**config.mk**
```make
export PLATFORM = sky130hd
export DESIGN_NAME = ppg_vshift_seq
export DESIGN_NICKNAME = d
export VERILOG_FILES = /design/src/rtl/ppg_vshift_seq.sv
export SDC_FILE = /design/constraint.sdc
export NUM_CORES = 1
export LEC_CHECK = 0
export BUFFER_PORTS_ARGS = -buffer_cell sky130_fd_sc_hd__buf_2
export CORE_ASPECT_RATIO = 1.25
export CORE_UTILIZATION = 55
export DETAILED_ROUTE_END_ITERATION = 6
export HOLD_SLACK_MARGIN = 0.1
export PLACE_DENSITY_LB_ADDON = 0.12
export SYNTH_ARGS = -nofsm -noshare
export SYNTH_HDL_FRONTEND = slang
export SYNTH_SLANG_ARGS = --single-unit
```
**constraint.sdc**
```tcl
create_clock -name clk_fast -period 5.77 [get_ports clk_fast]
set_input_delay 1.154 -clock clk_fast [delete_from_list [all_inputs] [get_ports clk_fast]]
set_output_delay 1.154 -clock clk_fast [all_outputs]
set_load 0.02 [all_outputs]
```
**src/rtl/ppg_vshift_seq.sv**
```systemverilog
// Vertical-shift sequencer: emits the 4-phase (v1, v2) transfer pattern for a
// programmed number of lines, with programmable phase length and inter-line gap.
module ppg_vshift_seq #(
    parameter int CNT_W   = 10,
    parameter int LINES_W = 12
) (
    input  logic               clk_fast,
    input  logic               rstn,
    input  logic               start,
    input  logic               abort,
    input  logic [LINES_W-1:0] nlines,
    input  logic [CNT_W-1:0]   t_ph,
    input  logic [CNT_W-1:0]   t_gap,
    output logic               v1,
    output logic               v2,
    output logic               busy,
    output logic               done,
    output logic [LINES_W-1:0] lines_left
);

    typedef enum logic [2:0] {
        S_IDLE,
        S_PA,
        S_PB,
        S_PC,
        S_PD,
        S_GAP
    } state_t;

    state_t             r_state;
    logic [CNT_W-1:0]   r_cnt;
    logic [LINES_W-1:0] r_lines;
    logic [CNT_W-1:0]   r_tph;
    logic [CNT_W-1:0]   r_tgap;
    logic               r_v1;
    logic               r_v2;
    logic               r_done;

    state_t             w_state_next;
    logic [CNT_W-1:0]   w_cnt_next;
    logic [LINES_W-1:0] w_lines_next;
    logic [CNT_W-1:0]   w_tph_next;
    logic [CNT_W-1:0]   w_tgap_next;
    logic               w_v1_next;
    logic               w_v2_next;
    logic               w_done_next;
    logic [CNT_W-1:0]   w_tph_in;
    logic [CNT_W-1:0]   w_ph_reload;

    // A programmed phase length of 0 behaves as 1 cycle.
    assign w_tph_in    = (t_ph == '0) ? CNT_W'(1) : t_ph;
    assign w_ph_reload = r_tph - CNT_W'(1);

    always_ff @(posedge clk_fast or negedge rstn) begin
        if (!rstn) begin
            r_state <= S_IDLE;
            r_cnt   <= '0;
            r_lines <= '0;
            r_tph   <= '0;
            r_tgap  <= '0;
            r_v1    <= 1'b0;
            r_v2    <= 1'b1;
            r_done  <= 1'b0;
        end else begin
            r_state <= w_state_next;
            r_cnt   <= w_cnt_next;
            r_lines <= w_lines_next;
            r_tph   <= w_tph_next;
            r_tgap  <= w_tgap_next;
            r_v1    <= w_v1_next;
            r_v2    <= w_v2_next;
            r_done  <= w_done_next;
        end
    end

    always_comb begin
        w_state_next = r_state;
        w_cnt_next   = r_cnt;
        w_lines_next = r_lines;
        w_tph_next   = r_tph;
        w_tgap_next  = r_tgap;
        w_done_next  = 1'b0;

        if (r_state == S_IDLE) begin
            if (start && !abort) begin
                w_tph_next   = w_tph_in;
                w_tgap_next  = t_gap;
                w_lines_next = nlines;
                if (nlines != '0) begin
                    w_state_next = S_PA;
                    w_cnt_next   = w_tph_in - CNT_W'(1);
                end else begin
                    w_done_next = 1'b1;
                end
            end
        end else if (abort) begin
            w_state_next = S_IDLE;
            w_cnt_next   = '0;
            w_lines_next = '0;
        end else if (r_cnt != '0) begin
            w_cnt_next = r_cnt - CNT_W'(1);
        end else begin
            w_cnt_next = w_ph_reload;
            case (r_state)
                S_PA:  w_state_next = S_PB;
                S_PB:  w_state_next = S_PC;
                S_PC:  w_state_next = S_PD;
                S_PD: begin
                    w_lines_next = r_lines - LINES_W'(1);
                    if (r_lines == LINES_W'(1)) begin
                        w_state_next = S_IDLE;
                        w_cnt_next   = '0;
                        w_done_next  = 1'b1;
                    end else if (r_tgap != '0) begin
                        w_state_next = S_GAP;
                        w_cnt_next   = r_tgap - CNT_W'(1);
                    end else begin
                        w_state_next = S_PA;
                    end
                end
                S_GAP: w_state_next = S_PA;
                default: begin
                    w_state_next = S_IDLE;
                    w_cnt_next   = '0;
                end
            endcase
        end
    end

    // Levels decoded from the next state so v1/v2 move on the same edge as the state.
    always_comb begin
        w_v1_next = 1'b0;
        w_v2_next = 1'b1;
        case (w_state_next)
            S_PA: begin
                w_v1_next = 1'b1;
                w_v2_next = 1'b1;
            end
            S_PB: begin
                w_v1_next = 1'b1;
                w_v2_next = 1'b0;
            end
            S_PC: begin
                w_v1_next = 1'b0;
                w_v2_next = 1'b0;
            end
            default: begin
                w_v1_next = 1'b0;
                w_v2_next = 1'b1;
            end
        endcase
    end

    assign v1         = r_v1;
    assign v2         = r_v2;
    assign busy       = (r_state != S_IDLE);
    assign done       = r_done;
    assign lines_left = r_lines;

endmodule
```
; ---- Yosys cells after proc, flatten, opt, wreduce, memory -nomap -nowiden
; Cells that the tools add are included.
[op_classes]
add_sub_neg = 5
mul = 0
div_mod_pow = 0
order_cmp = 0
eq_ne = 12
n_shift = 0
mux = 31
bitwise = 0
reduce_logical = 15
[ops]
columns = operator, count
row1 = $mux 10, 8
row2 = $mux 12, 5
row3 = $sub 10x1->10 const B, 4
row4 = $mux 3, 7
row5 = $pmux 10 s2, 1
row6 = $reduce_bool 10->1, 2
row7 = $pmux 3 s5, 1
row8 = $eq 12x1->1 const B, 1
row9 = $eq 3x2->1 const B, 4
row10 = $reduce_bool 12->1, 1
row11 = $sub 12x1->12 const B, 1
row12 = $logic_not 10->1, 1
row13 = $mux 1, 9
row14 = $eq 3x1->1 const B, 2
row15 = $eq 3x3->1 const B, 2
row16 = $reduce_bool 3->1, 2
row17 = $ne 2x1->1 const B, 2
row18 = $reduce_and 2->1, 2
row19 = $reduce_or 2->1, 2
row20 = $reduce_or 4->1, 1
row21 = $logic_not 3->1, 1
row22 = $ne 3x3->1 const B, 1
row23 = $reduce_and 3->1, 1
row24 = $logic_and 1x1->1, 1
row25 = $logic_not 1->1, 1
[totals]
reg_bits = 48
latch_bits = 0
ram_bits = 0
mem_bits_ro = 0
input_bits = 36
output_inout_bits = 16
n_memories = 0

; ---- Logic depth before layout (Yosys ltp)
; Gate-level depths: netlist (run 1).
[depth]
depth_word = 10
ltp_mapped = 10
depth_no_buf = 10

; ---- Least setup slack after synthesis (run 1)
; No wires, ideal clock.
[synth_path]
path_kind = input -> register
startpoint = input t_ph[3]
endpoint = register r_cnt[8]
setup_ns = 0.087
arrival_ns = 2.887
required_ns = 5.683
path_slack_ns = 2.796
path_stages = 10
n_path_buf = 0
cell_sequence = or4_4 -> nor4_4 -> a21oi_1 -> ha_1 -> nand2b_1 -> nor3_1 -> xnor2_1 -> nor2_1 -> o21ai_0 -> a22oi_1
[synth_between]
elab_chain_cells = 6
[synth_rtl]
columns = element, line
row1 = start: declaration, 12  ; input logic [CNT_W-1:0] t_ph,
row2 = $logic_not 10->1, 51  ; assign w_tph_in = (t_ph == '0) ? CNT_W'(1) : t_ph;
row3 = $mux 10 (*), 51
row4 = $sub 10x1->10 (*), 91  ; w_cnt_next = w_tph_in - CNT_W'(1);
row5 = $mux 10 (*), 89  ; if (nlines != '0) begin
row6 = $mux 10 (*), 85  ; if (start && !abort) begin
row7 = $mux 10 (*), 84  ; if (r_state == S_IDLE) begin
row8 = end signal: assignment, 66  ; r_cnt <= w_cnt_next;
row9 = end: declaration, 31  ; logic [CNT_W-1:0] r_cnt;
; Every way passes the cells marked *; elsewhere a longest branch is shown, timed or not. The select of a mux whose other input is x is not followed.
; A chain may end at the register's enable or synchronous reset.

; ---- Worst setup path after layout (run 1)
[layout_path]
startpoint = input t_ph[3]
endpoint = register r_cnt[2]
[layout_between]
elab_chain_cells = 6
[layout_rtl]
columns = element, line
row1 = $logic_not 10->1, 51
row2 = $mux 10, 51
row3 = $sub 10x1->10, 91
row4 = $mux 10, 89
row5 = $mux 10, 85
row6 = $mux 10, 84
; No other way between the ends. The select of a mux whose other input is x is not followed.

==> results of run 1 <==
-- cell type report --
type / count / area [µm²] / area share
Timing Repair Buffer: 53 / 270 / 0.0736
Clock buffer: 6 / 72.6 / 0.0198
Sequential cell: 48 / 1200 / 0.328
Inverter: 16 / 60.1 / 0.0164
Multi-Input combinational cell: 318 / 1950 / 0.531
Clock inverter: 2 / 35.0 / 0.00954
Tap cell: 66 / 82.6 / 0.0225
-- path summary, 6_finish.rpt --
check                           startpoint            end  slack [ns]  cells past startpoint
worst max-delay path               t_ph[3]       r_cnt[2]        2.78                      9
worst min-delay path              r_tph[7]       r_tph[7]        0.53                      2
worst max register to register    r_cnt[0]       r_cnt[4]        2.95                      8
worst min register to register    r_tph[7]       r_tph[7]        0.53                      2
max in group asynchronous             rstn       r_cnt[4]        4.06                      1
min in group asynchronous             rstn  lines_left[3]        1.04                      1
-- synth_stat cells (all sizes together) (3+ instances only) --
cell type,number
nand2,70
dfrtp,47
o21ai,32
nor2,28
a21oi,27
nor3,19
inv,16
nor4,12
buf,10
nand3,10
clkbuf,9
or4,9
xnor2,9
xor2,9
a31oi,6
ha,6
nand2b,6
nor2b,6
o211ai,6
a221oi,5
a22oi,5
and3,5
a32oi,4
nor3b,4
o22ai,4
a2bb2oi,3
nand4,3
o31ai,3
or3,3
-- per-stage QoR --
stage / power (mW) / std cells / area (µm²)
2_1_floorplan: 1.23 / 401 / 3300
3_3_place_gp: 1.44 / 501 / 3560
3_5_place_dp: 1.47 / 501 / 3560
4_1_cts: 1.71 / 509 / 3670
5_1_grt: 1.85 / 509 / 3670
6_report: 1.72 / 509 / 3670
-- where the power goes --
| group | internal [mW] | switching [mW] | leakage (nW) |
|---|---|---|---|
| Combinational | 0.305 | 0.517 | 0.971 |
| Sequential | 0.469 | 0.184 | 0.600 |
| Clock | 0.129 | 0.113 | 0.0552 |
| Total | 0.903 | 0.814 | 1.63 |
-- registers in the layout (all words and copies together), names as in the netlist --
| name | cells |
|---|---|
| lines_left | 12 |
| r_cnt | 10 |
| r_tgap | 10 |
| r_tph | 10 |
| r_state | 3 |
| done | 1 |
| v1 | 1 |
| v2 | 1 |
-- logic make-up after synthesis --
logic type | share of synthesized area
compound gates | 0.229
xor+xnor | 0.0478
fa+ha+maj | 0.0228
buf+inv | 0.0444
flops | 0.365
mux | 0.00342
simple gates | 0.288
-- per-layer routing --
layer / global-route usage / up-vias
met1: 0.359 / 1497
met4: 0.169 / 0
met2: 0.498 / 110
met5: 0 / -
li1: - / 1555
met3: 0.0433 / 33
-- cell usage in the layout (no fill, tap or decap), drive strengths merged, types with 5 or more instances in the layout --
cell    instances
nor2           28
nand2          70
a21oi          27
o21ai          32
or4             9
nand3          10
clkbuf          6
xnor2           9
dfrtp          47
nor4           12
a22oi           5
buf            53
a221oi          5
inv            16
nor3           19
and3            5
xor2            9
o211ai          6
a31oi           6
nand2b          6
ha              6
nor2b           6
-- worst register-to-register path, stage by stage, from the launching register on --
cell and delay (ns):
dfrtp_1 0.43, inv_1 0.11, ha_1 0.21, nor3b_1 0.63, and3_1 0.55, o21ai_0 0.16, a31oi_1 0.28, nor4_1 0.08
a211o_1 0.25
==> metrics.txt, run 1 <==
port bufs=51; fin. max-slew vios=0; initial antenna violation count=0; crit path time final=2.99 ns; largest net degree at the start of global routing=49; Slew HR=0.278; drt pass-1 iters=7; max layer used=met4; Slew @ Worst Pin=1.08 ns; Core Box Area=5780 µm²; endpoints failing setup=0; met3 wire len=356 µm; wire per inst=17.2 µm; HPWL after DPL=6.54 mm; violated checks=DRC; Sink Count=48; prevailing post-synth register cell=dfrtp_1; wl on met1=3.73 mm; peak supply drop=0.000233 V; die area=6310 µm²; Total Neg Setup Slack=0 ns; final hold viol count=0; 1st-iter DRT viols=181; CP max stage delay=0.58 ns; CP Data Required Time=5.94 ns; yosys warns=0; post-synth cell types=62; Post-synth EDFFs=0; CP Launch Type=input pin; slowest cell on the critical path=or4_4; CTS Hold Bufs=0; Starting Density=0.570; layout cells sized above 1=0.183; Placer Congestion=0.922; Post-Synthesis Cell Area=3300 µm²; DRC violations left=6; WL final=8.77 mm; Die Height=88.6 µm; # rows=31; CTS tree=done; RSZ-0062 raised after global routing=no; met2 wire length=4.25 mm; Final nets=484; Ports=52; Post-CTS Setup Inserts=0; CP Max Fanout=7; CTS Buf Count=5; Via Count=3195; FMAX=0.334 GHz; Worst-path clk slew=0.08 ns; hold crit path type=flip-flop to flip-flop; top cells by area, synth=dfrtp_1 36%, nand2_1 7.9%, o21ai_0 4.7%; WHS=0.530 ns; crit path capture type=flip-flop; clk_lat worst skew=0.30 ns; Arrival @ worst endpoint=3.17 ns; number of global-route vias before repair=3033; Max Buffers Root-to-Sink=2; CTS Root Cell=clkbuf_8; worst setup margin=2.78 ns; post-CTS sizing=0; ant diodes=0; biggest area consumer among synthesized cells=dfrtp_1; Area Overhead vs Synth=11.3%; crit path kind=input pin to flip-flop; CP Cell Sequence=buf_2 > or4_4 > nor4_4 > a21oi_1 > ha_1 > nand2b_1 > nand3_1 > a221oi_1 > a22oi_1; Max Cap Viol=0; Global Route Usage Sum=0.294; Via density=6.28; Die Width=71.3 µm; Synth top area share=0.357; H-tree lvl count=2; Period Utilization, post-route=0.519; P_leak=1.63 nW; skew final=0.0106 ns; Cells after Synth=401; Place WS=2.46 ns; PwrDens=468 nW/µm²; final design utilization=0.635; async set-reset flop share out of synthesis=1.00; status=complete, but fails checks; sequential cell area fraction in the yosys report=0.365; syn_area_per_cell=8.22 µm²; ANT nets after route=0; worst path bufs/invs=1; gr ovfl total=0; Top delay family on crit path=simple AND/OR/NAND/NOR gates; Seq cells post-synth=48; first-pass GRT wire length=14.4 mm; fill cell count=550; syn nets=443
No activity file was read; power rests on OpenSTA's default activity.
==> inputs of run 2 (changes only) <==
--- a/config.mk
+++ b/config.mk
@@ -5,9 +5,10 @@
 export SDC_FILE = /design/constraint.sdc
 export NUM_CORES = 1
 export LEC_CHECK = 0
+export ABC_AREA = 1
 export BUFFER_PORTS_ARGS = -buffer_cell sky130_fd_sc_hd__buf_2
 export CORE_ASPECT_RATIO = 1.25
-export CORE_UTILIZATION = 55
+export CORE_UTILIZATION = 52
 export DETAILED_ROUTE_END_ITERATION = 6
 export HOLD_SLACK_MARGIN = 0.1
 export PLACE_DENSITY_LB_ADDON = 0.12
==> constraint.sdc (replaced) <==
create_clock -name clk_fast -period 2.53 [get_ports clk_fast]
set_input_delay 0.506 -clock clk_fast [delete_from_list [all_inputs] [get_ports clk_fast]]
set_output_delay 0.506 -clock clk_fast [all_outputs]
set_load 0.02 [all_outputs]
==> metrics.txt, run 2 <==
status=finished clean (was complete, but fails checks); hold crit path type=input pin to asynchronous set/reset pin (was flip-flop to flip-flop); worst setup margin=0.595 ns (was 2.78 ns); async set-reset flop share out of synthesis=1.00 (unchanged); Die Height=94.1 µm (was 88.6 µm); met1 Use GR=0.321 (was 0.359); r2r setup slk=0.59 ns (was 2.95 ns); CP Max Fanout=4 (was 7); Core Box Area=6570 µm² (was 5780 µm²); 1st-iter DRT viols=146 (was 181); largest net degree at the start of global routing=39 (was 49); port bufs=51 (unchanged); CTS Hold Bufs=0 (unchanged); Cells after Synth=542 (was 401); DRC violations left=0 (was 6); Global Route Usage Sum=0.287 (was 0.294); Post-CTS Setup Inserts=0 (unchanged); initial antenna violation count=0 (unchanged); Reg-to-Reg Start=r_tgap[0] (was r_cnt[0]); first-pass GRT wire length=15.5 mm (was 14.4 mm); biggest area consumer among synthesized cells=dfrtp_1 (unchanged); r2r endpoint=r_cnt[6] (was r_cnt[4]); Synth top area share=0.333 (was 0.357); most frequent cells in the layout=145 x nand2_1, 78 x nor2_1, 71 x inv_1 (was 69 x nand2_1, 51 x buf_2, 47 x dfrtp_1); Seq cells post-synth=48 (unchanged); ANT nets after route=0 (unchanged); Worst-path clk slew=0.09 ns (was 0.08 ns); prevailing post-synth register cell=dfrtp_1 (unchanged); Ports=52 (unchanged); P_leak=2.02 nW (was 1.63 nW); post-synth cell types=40 (was 62); Placer Congestion=0.879 (was 0.922); Synth top cells by count=145 x nand2_1, 79 x nor2_1, 71 x inv_1 (was 69 x nand2_1, 47 x dfrtp_1, 31 x o21ai_0); Via Count=3625 (was 3195); post-CTS sizing=0 (unchanged); # rows=33 (was 31); met2 Use GR=0.536 (was 0.498); Sink Count=48 (unchanged); crit path time final=1.94 ns; skew final=0.0104 ns (was 0.0106 ns); Area Overhead vs Synth=13.1% (was 11.3%); most common cell in the netlist=nand2_1 (unchanged); endpoints failing setup=0 (unchanged); HPWL after DPL=7.24 mm (was 6.54 mm); fin. max-slew vios=0 (unchanged); syn_area_per_cell=6.52 µm² (was 8.22 µm²); sequential cell area fraction in the yosys report=0.340 (was 0.365); final hold viol count=0 (unchanged); Total Neg Setup Slack=0 ns (unchanged); peak supply drop=0.000374 V (was 0.000233 V); Place WS=0.268 ns (was 2.46 ns); ant diodes=0 (unchanged); number of global-route vias before repair=3457 (was 3033); Slew HR=0.540 (was 0.278); WL final=9.39 mm (was 8.77 mm); Final nets=635 (was 484); Arrival @ worst endpoint=2.14 ns (was 3.17 ns); FMAX=0.517 GHz; PwrDens=605 nW/µm² (was 468 nW/µm²); clk_lat worst skew=0.31 ns (was 0.30 ns); Starting Density=0.538 (was 0.570); CTS tree=done (unchanged); crit path kind=input pin to flip-flop (unchanged); Largest register FFs=12 (unchanged); Slew @ Worst Pin=0.690 ns (was 1.08 ns); crit path capture type=flip-flop (unchanged); Post-synth EDFFs=0 (unchanged); fill cell count=630 (was 550); Most Used Layer, Global Route=met2 (unchanged); Sequential Area=1200 µm² (unchanged); Post-Synthesis Cell Area=3530 µm² (was 3300 µm²); Register-to-Register Path Depth=13 (was 8); RSZ-0062 raised after global routing=no (unchanged); CP Launch Type=input pin (unchanged); top cells by area, synth=dfrtp_1 33%, nand2_1 15%, nor2_1 8.4% (was dfrtp_1 36%, nand2_1 7.9%, o21ai_0 4.7%); CTS Buf Count=5 (unchanged); drt pass-1 iters=5 (was 7); yosys warns=0 (unchanged); Die Width=75.7 µm (was 71.3 µm); wire per inst=13.8 µm (was 17.2 µm); die area=7130 µm² (was 6310 µm²); Max Cap Viol=0 (unchanged); area taken by multi-input logic gates=1970 µm² (was 1950 µm²); CTS Root Cell=clkbuf_8 (unchanged); Pwr Total=2.42 mW (was 1.72 mW); layout cells sized above 1=0.152 (was 0.183); H-tree lvl count=2 (unchanged); syn nets=584 (was 443); gr ovfl total=0 (unchanged); CP Data Required Time=2.73 ns (was 5.94 ns); Max Buffers Root-to-Sink=2 (unchanged); most common cell after layout, fill and taps aside=nand2_1 (unchanged); met3 track demand over resource=0.0343 (was 0.0433); Period Utilization, post-route=0.765; Via density=5.32 (was 6.28)
==> run 2: worst max-delay path by stage <==
stage               startpoint  endpoint  slack, ns  cells after the start
floorplan              t_ph[1]  r_cnt[8]       0.55                     13
finish                 t_ph[2]  r_cnt[6]       0.59                     15
global placement       t_ph[2]  r_cnt[8]       0.33                     14
detailed placement     t_ph[2]  r_cnt[8]       0.27                     14
CTS                  r_tgap[0]  r_cnt[6]       0.59                     13
global route           t_ph[5]  r_cnt[8]       0.31                     15
==> run 2: final cells by class <==
type / instances / area share
Inverter: 80 / 0.0768
Clock buffer: 6 / 0.0207
Sequential cell: 48 / 0.301
Clock inverter: 2 / 0.00971
Timing Repair Buffer: 55 / 0.0714
Multi-Input combinational cell: 403 / 0.493
Tap cell: 87 / 0.0273
==> run 2: critical path, stage by stage <==
cell	delay, ns
buf_2	0.13
or2_2	0.30
nor2_1	0.09
nand2_1	0.08
nand2_1	0.11
inv_1	0.09
ha_1	0.22
nand2_1	0.12
inv_1	0.07
nand2_1	0.07
a21oi_1	0.07
o21ai_0	0.09
nand2_1	0.07
nand2_1	0.06
nand2_1	0.06
==> run 2: per-stage QoR <==
stage,hold WS [ns],utilization,std cells,area (µm²)
3_5_place_dp,0.522,0.590,673,3870
2_1_floorplan,0.210,-,542,3530
3_3_place_gp,0.524,0.590,673,3870
5_1_grt,0.278,0.608,681,3990
6_report,0.232,0.608,681,3990
4_1_cts,0.246,0.608,681,3990
==> run 2: routing by layer <==
metal | part of all wire | routed length, µm | vias to the layer above
li1 | - | - | 1824
met1 | 0.41 | 3830 | 1654
met2 | 0.52 | 4880 | 124
met3 | 0.038 | 361 | 23
met4 | 0.033 | 309 | 0
met5 | 0 | 0 | -
==> run 2: power by group <==
group | leakage [nW] | switching, mW | total, mW | internal [mW]
clock network | 0.0614 | 0.275 | 0.599 | 0.324
logic | 1.36 | 0.519 | 0.790 | 0.271
registers | 0.592 | 0.134 | 1.03 | 0.892
total | 2.02 | 0.929 | 2.42 | 1.49
==> run 2: kinds of logic (layout without fill, tap and decap cells) <==
| group | after synthesis | in the layout | synth area share |
|---|---|---|---|
| compound gates | 100 | 100 | 0.157 |
| xor+xnor | 16 | 16 | 0.0397 |
| fa+ha+maj | 6 | 6 | 0.0213 |
| buf+inv | 91 | 143 | 0.103 |
| flops | 48 | 48 | 0.340 |
| simple gates | 281 | 281 | 0.339 |
